### src/rtl/serial_addsub_pkg.sv
// Shared types and constants for the bit-serial adder/subtractor.
package serial_addsub_pkg;

    typedef enum logic [1:0] {
        IDLE  = 2'd0,
        SHIFT = 2'd1,
        DONE  = 2'd2
    } state_t;

    localparam logic MODE_ADD = 1'b0;
    localparam logic MODE_SUB = 1'b1;

    // Subtraction is a + ~b + 1, so a missing final carry means a borrow occurred.
    function automatic logic msb_flag(input logic mode, input logic cout);
        return (mode == MODE_SUB) ? ~cout : cout;
    endfunction

endpackage

### src/rtl/full_adder_cell.sv
// One-bit full adder; the only arithmetic in the serial datapath.
module full_adder_cell (
    input  logic a,
    input  logic b,
    input  logic cin,
    output logic s,
    output logic cout
);

    assign s    = a ^ b ^ cin;
    assign cout = (a & b) | (cin & (a ^ b));

endmodule

### src/rtl/serial_addsub.sv
// Bit-serial add/subtract, LSB first, WIDTH cycles per operation.
// Optional macro SERIAL_ADDSUB_OVF_EN adds a signed-overflow flag output ovf.
module serial_addsub
    import serial_addsub_pkg::*;
#(
    parameter int WIDTH = 8
) (
    input  logic             clk,
    input  logic             rst,
    input  logic             start,
    input  logic             sub,
    input  logic [WIDTH-1:0] a,
    input  logic [WIDTH-1:0] b,
    output logic             sum_bit,
    output logic             bit_valid,
    output logic             busy,
    output logic             done,
    output logic [WIDTH:0]   result
`ifdef SERIAL_ADDSUB_OVF_EN
    ,
    output logic             ovf
`endif
);

    localparam int CW = $clog2(WIDTH);

    state_t           state;
    logic [WIDTH-1:0] op_a;
    logic [WIDTH-1:0] op_b;
    logic             carry;
    logic             mode;
    logic [CW-1:0]    cnt;
    logic             fa_s;
    logic             fa_cout;
    logic             cnt_last;

    full_adder_cell u_fa (
        .a    (op_a[0]),
        .b    (op_b[0]),
        .cin  (carry),
        .s    (fa_s),
        .cout (fa_cout)
    );

    assign cnt_last = (cnt == CW'(WIDTH - 1));

    // The adder output is only meaningful while shifting; gate it so the
    // serial line is quiet otherwise.
    assign sum_bit = bit_valid & fa_s;

    // NOTE: sequential state uses non-blocking assignments so every register
    // samples the pre-edge values of its neighbours, exactly like flops do.
    always_ff @(posedge clk) begin
        if (rst) begin
            state     <= IDLE;
            op_a      <= '0;
            op_b      <= '0;
            carry     <= 1'b0;
            mode      <= MODE_ADD;
            cnt       <= '0;
            result    <= '0;
            bit_valid <= 1'b0;
            busy      <= 1'b0;
            done      <= 1'b0;
`ifdef SERIAL_ADDSUB_OVF_EN
            ovf       <= 1'b0;
`endif
        end else begin
            case (state)
                IDLE: begin
                    if (start) begin
                        op_a      <= a;
                        op_b      <= b ^ {WIDTH{sub}};
                        carry     <= sub;
                        mode      <= sub ? MODE_SUB : MODE_ADD;
                        cnt       <= '0;
                        result    <= '0;
                        bit_valid <= 1'b1;
                        busy      <= 1'b1;
`ifdef SERIAL_ADDSUB_OVF_EN
                        ovf       <= 1'b0;
`endif
                        state     <= SHIFT;
                    end
                end

                SHIFT: begin
                    op_a               <= op_a >> 1;
                    op_b               <= op_b >> 1;
                    carry              <= fa_cout;
                    result[WIDTH-1:0]  <= {fa_s, result[WIDTH-1:1]};
                    cnt                <= cnt + 1'b1;
                    if (cnt_last) begin
                        result[WIDTH] <= msb_flag(mode, fa_cout);
`ifdef SERIAL_ADDSUB_OVF_EN
                        // carry currently holds the carry into the MSB position
                        ovf           <= carry ^ fa_cout;
`endif
                        bit_valid     <= 1'b0;
                        done          <= 1'b1;
                        state         <= DONE;
                    end
                end

                DONE: begin
                    done  <= 1'b0;
                    busy  <= 1'b0;
                    state <= IDLE;
                end

                default: begin
                    bit_valid <= 1'b0;
                    busy      <= 1'b0;
                    done      <= 1'b0;
                    state     <= IDLE;
                end
            endcase
        end
    end

endmodule

### config.mk
export PLATFORM = sky130hd
export DESIGN_NAME = serial_addsub
export DESIGN_NICKNAME = d
export VERILOG_FILES = /design/src/rtl/serial_addsub_pkg.sv /design/src/rtl/full_adder_cell.sv /design/src/rtl/serial_addsub.sv
export SDC_FILE = /design/constraint.sdc
export NUM_CORES = 1
export LEC_CHECK = 0
export BUFFER_PORTS_ARGS = -buffer_cell sky130_fd_sc_hd__buf_2
export CORE_ASPECT_RATIO = 1.2
export CORE_MARGIN = 4
export CORE_UTILIZATION = 45
export DETAILED_ROUTE_END_ITERATION = 10
export PLACE_DENSITY = 0.68
export SYNTH_ARGS = -nofsm -noshare
export SYNTH_HDL_FRONTEND = slang
export SYNTH_HIERARCHICAL = 1
export SYNTH_SLANG_ARGS = --single-unit
### constraint.sdc
create_clock -name clk -period 2.75 [get_ports clk]
set_input_delay 0 -clock clk [delete_from_list [all_inputs] [get_ports clk]]
set_output_delay 0 -clock clk [all_outputs]
set_load 0.03 [all_outputs]
Word-level counts from Yosys, hierarchy flattened
Cells that the tools add are included.

storage, ports and cells
  input bits = 20
  register bits = 35

cells by class
  equal/unequal tests = 5
  multiplexer cells = 22
  bitwise operators = 11
  $add $sub $neg = 1
  reductions and logical operators = 9

operator list
  kind                 number
  $pmux 8 s2           2
  $pmux 9 s2           1
  $mux 8               2
  $reduce_and 2->1     5
  $mux 9               1
  $xor 8x8->8          1
  $mux 1               7
  $pmux 1 s2           3
  $pmux 3 s2           1
  $reduce_and 3->1     2
  $mux 2               2
  $ne 2x2->1 const B   2
  $not 1->1            4
  $pmux 2 s2           1
  $add 3x1->3 const B  1
  $and 1x1->1          3
  $eq 3x3->1 const B   1
  $mux 3               1
  $pmux 1 s3           1
  $eq 2x1->1 const B   1
  $eq 2x2->1 const B   1
  $logic_not 2->1      1
  $reduce_bool 2->1    1
  $xor 1x1->1          2
  $or 1x1->1           1

Longest topological paths before layout
  word-level depth = 7
  gate-level depth with buffers = 5

Modules after synthesis
The synthesis kept the hierarchy.

modules (own cells, without submodules)
  module           cells an instance  area each (sq um)  seq. area each (sq um)  times used
  serial_addsub    159                1457.6             700.7                   1
  full_adder_cell  1                  20.0               0.0                     1

Least setup slack after synthesis
No wires, ideal clock.

  kind = flip-flop to flip-flop
  start = register op_a[0]
  end = register result[8]
  required time = 2.679 ns
  arrival = 1.377 ns
  setup slack = 1.302 ns
  buffers on the path = 0
  cell stages (with the launch flop) = 5
  cells stage by stage = dfxtp_1 fa_1 xnor2_1 or4_1 a21oi_1

on the way
  longest elaborated chain between the ends = 7

ends and longest elaborated chain
  what                            RTL line                 source
  start: declaration              serial_addsub.sv:28      logic [WIDTH-1:0] op_a;
  start signal: assignment        serial_addsub.sv:88      op_a <= op_a >> 1;
  $xor 1x1->1                     full_adder_cell.sv:11    assign cout = (a & b) | (cin & (a ^ b));
  $and 1x1->1                     full_adder_cell.sv:11
  $or 1x1->1 (*)                  full_adder_cell.sv:11
  via fa_cout                     serial_addsub.sv:34      logic fa_cout;
  $not 1->1                       serial_addsub_pkg.sv:15  return (mode == MODE_SUB) ? ~cout : cout;
  $mux 1 (*)                      serial_addsub_pkg.sv:15
  $mux 1 (*)                      serial_addsub.sv:93      if (cnt_last) begin
  $pmux 9 s2 (*)                  serial_addsub.sv:69      case (state)
  end signal: indexed assignment  serial_addsub.sv:91      result[WIDTH-1:0] <= {fa_s, result[WIDTH-1:1]};
  end signal: indexed assignment  serial_addsub.sv:94      result[WIDTH] <= msb_flag(mode, fa_cout);
  end: declaration                serial_addsub.sv:18      output logic [WIDTH:0] result

Mark *: on every way through the listed nets, which the timed path passes. The rest lies on a longest branch. The select of a mux whose other input is x is not followed.
A chain may end at the register's enable or synchronous reset.

Worst setup path after layout
  start = register state[0]
  end = register result[8]

on the way
  longest elaborated chain between the ends = 3

ends and longest elaborated chain
  what                                                                     RTL line              source
  start: declaration                                                       serial_addsub.sv:27   state_t state;
  start signal: assignment                                                 serial_addsub.sv:55   state <= IDLE;
  start signal: assignment                                                 serial_addsub.sv:83   state <= SHIFT;
  start signal: assignment                                                 serial_addsub.sv:101  state <= DONE;
  $eq 2x1->1 / $logic_not 2->1 (equally long branches)                     serial_addsub.sv:69
  $ne 2x2->1 (no source line) / $reduce_bool 2->1 (equally long branches)  n/a
  $reduce_and 3->1 (no source line)                                        n/a

Parallel ways exist; a longest one is shown, timed or not.

==> flow_metrics.tcl <==
set metrics [dict create \
    grt_pass1_vias 1300 \
    cp-end-kind "register" \
    clk_pin_slew_ns 0.09 \
    post-place-ws_ns 1.14 \
    final_cell_mix "35 x dfxtp_1, 32 x buf_2, 23 x nor2_1" \
    drive_above_1_share_pct 21.4 \
    cts_resized 0 \
    die_w_um 60.3 \
    nNetsFinal 225 \
    hold_ws_ns 0.0943 \
    vias 1296 \
    fin_cells 237 \
    grt_start_max_net_pins 37 \
    grt_overflow 0 \
    cts_tree "yes" \
    synth_cell_type_count 30 \
    synth-main-ff-cell "dfxtp_1" \
    fillers 284 \
    multi_input_area_sq_um 701 \
    drcViolationCount 0 \
    viasPerCell 5.47 \
    seq_power_share_pct 57.8 \
    arrival_ns 1.91 \
    antenna_found_initial 0 \
    drv_slew 0 \
    syn-cell-area_sq_um 1480 \
    firstDrtPassIters 4 \
    io_pins 33 \
    syn_nets 183 \
    relSlewSlack_pct 59.1 \
    root_buffer "clkbuf_4" \
    start_util_pct 47.5 \
    htree_levels 2 \
    tightest_slew_ns 0.613 \
    clock_power_share_pct 24.6 \
    fin_crit_sh_pct 59.9 \
    cp_slowest_stage_delay_ns 0.58 \
    postSynthCellCount 160 \
    setup_viol 0 \
    hold_path_class "input pin to register" \
    num_antenna_cells 0 \
    powerDensity_nw_per_um2 531 \
    combPwrFrac_pct 17.6 \
    worst-path-max-fanout 12 \
    synthArstFlopShare_pct 0 \
    swShare_pct 27.0 \
    fin_ws_ns 1.10 \
    final.setup.tns_ns 0 \
    core-area_sq_um 3110 \
    ant_nets 0 \
    place_hpwl_um 2210 \
    synth_top_area_share_pct 47.4 \
    yosys.area.top_type "dfxtp_1" \
    yosys_warnings 6 \
    synth-seq-cells 35 \
    final_common_cell "dfxtp_1" \
    detail_route.wl_per_cell_um 13.9 \
    fmax_mhz 608 \
    outcome "finished, final reports clean" \
    synthTopCellsByArea "dfxtp_1 47%, a22oi_1 9.7%, nor2_1 5.8%, xnor2_1 4.7%, a21oi_1 3.7%" \
    synth-seq-area-share_pct 47.4 \
    numCtsBuffers 5 \
    track_usage_pct 17.5 \
    clock-sinks 35 \
    ff_latch_area_sq_um 701 \
    crit_path_top_delay_cell "dfxtp_1" \
    die_h_um 70.8 \
    synth_edf_count 0 \
    numPortBuffers 32 \
    path_class "register to register" \
    power.switching_mw 0.260 \
    fp.dieArea_sq_um 4270 \
    start_kind "register" \
    finalWeightedCongestion 0.820 \
    syn2layout_area_growth_pct 22.9 \
    power.internal_mw 0.705 \
    cap_violations 0 \
    p_leak_nw 0.754 \
    rsz0062_at_grt "false" \
    ir_drop_mv 0.423 \
    clk_path_buf_depth 2 \
    wirelength_um 3300 \
    fin_skew_ns 0.00893 \
    dp.cells 216 \
    post-cts-setup-buffers 0 \
    synth.avg_cell_area_sq_um 9.24 \
    grt_pass1_wl_um 5780 \
    num_rows 22 \
    clock_latency_ns 0.32 \
    drt_iter0_markers 115 \
    cp_cell_sequence "nand2b_1 > or4_1 > a21oi_1" \
    critPathRequiredTime_ns 3.01 \
    cts.hold.buffers_added 15 \
    period_minus_slack_ns 1.65 \
    hold_viol_final 0 \
]
==> kinds of logic after synthesis <==
| kind of cell | after synthesis | share of synthesized area, % |
|---|---|---|
| compound gates | 49 | 22.8 |
| xor+xnor | 9 | 5.33 |
| fa+ha+maj | 3 | 3.05 |
| buf+inv | 15 | 5.16 |
| flops | 35 | 47.4 |
| mux | 2 | 1.35 |
| simple gates | 47 | 14.9 |
==> critical path: cells and delay by family (launching register included) <==
family / cells / cell delay [ns]
simple gates: 2 / 0.86
flops: 1 / 0.58
compound gates: 1 / 0.15
==> power by group through the flow <==
| stage | Clock [mW] | Combinational, mW | Sequential, mW |
|---|---|---|---|
| 6_report | 0.237 | 0.170 | 0.558 |
| 3_3_place_gp | 0 | 0.149 | 0.568 |
| 4_1_cts | 0.249 | 0.171 | 0.558 |
| 2_1_floorplan | 0 | 0.111 | 0.571 |
| 3_5_place_dp | 0 | 0.154 | 0.570 |
| 5_1_grt | 0.267 | 0.190 | 0.562 |
==> cells in the mapped netlist, types with 2 or more instances <==
master    number
o22ai_1        7
nor2_1        23
dfxtp_1       35
a22oi_1       19
nand2b_1       4
a21oi_1       11
xnor2_1        8
nor3_1         5
mux2i_1        2
a211oi_1       7
clkbuf_1       5
nor2b_1        3
buf_2          6
ha_1           2
nand2_1        8
==> stage by stage <==
step / util (%) / cell area, sq um / power, mW
2_1_floorplan: - / 1480 / 0.682
3_3_place_gp: 52.3 / 1630 / 0.717
3_5_place_dp: 52.3 / 1630 / 0.723
4_1_cts: 58.4 / 1820 / 0.978
5_1_grt: 58.4 / 1820 / 1.02
6_report: 58.4 / 1820 / 0.965
==> routing by layer <==
metal	share of wire, %	global-route usage, %	routed length (um)
met1	40	19.3	1310
met2	53	31.1	1760
met3	5.2	4.93	172
met4	1.9	6.16	64
met5	0	0	0
==> registers in the layout, summed over array words and instances (netlist names) <==
| signal | cells |
|---|---|
| state | 2 |
| busy | 1 |
| mode | 1 |
| result | 9 |
| op_a | 8 |
| bit_valid | 1 |
| done | 1 |
| carry | 1 |
| op_b | 8 |
| cnt | 3 |
==> worst paths after layout <==
check | startpoint | end | slack [ns] | cells past startpoint
setup / recovery | state[0]$_SDFFE_PP0P_ | result[8]$_SDFFE_PP0P_ | 1.10 | 3
hold reg to reg | cnt[0]$_SDFFE_PP0P_ | cnt[0]$_SDFFE_PP0P_ | 0.48 | 1
hold / removal | b[7] | op_b[7]$_SDFFE_PP0P_ | 0.09 | 4
setup reg to reg | state[0]$_SDFFE_PP0P_ | result[8]$_SDFFE_PP0P_ | 1.10 | 3
==> final cells by class <==
cell class	instances	area share, %
well taps	36	2.48
multi-input cells	110	38.6
inverters	1	0.207
clock buffers	6	2.27
repair buffers	49	17.9
flip-flops and latches	35	38.6
(Power assumes the default switching activity.)
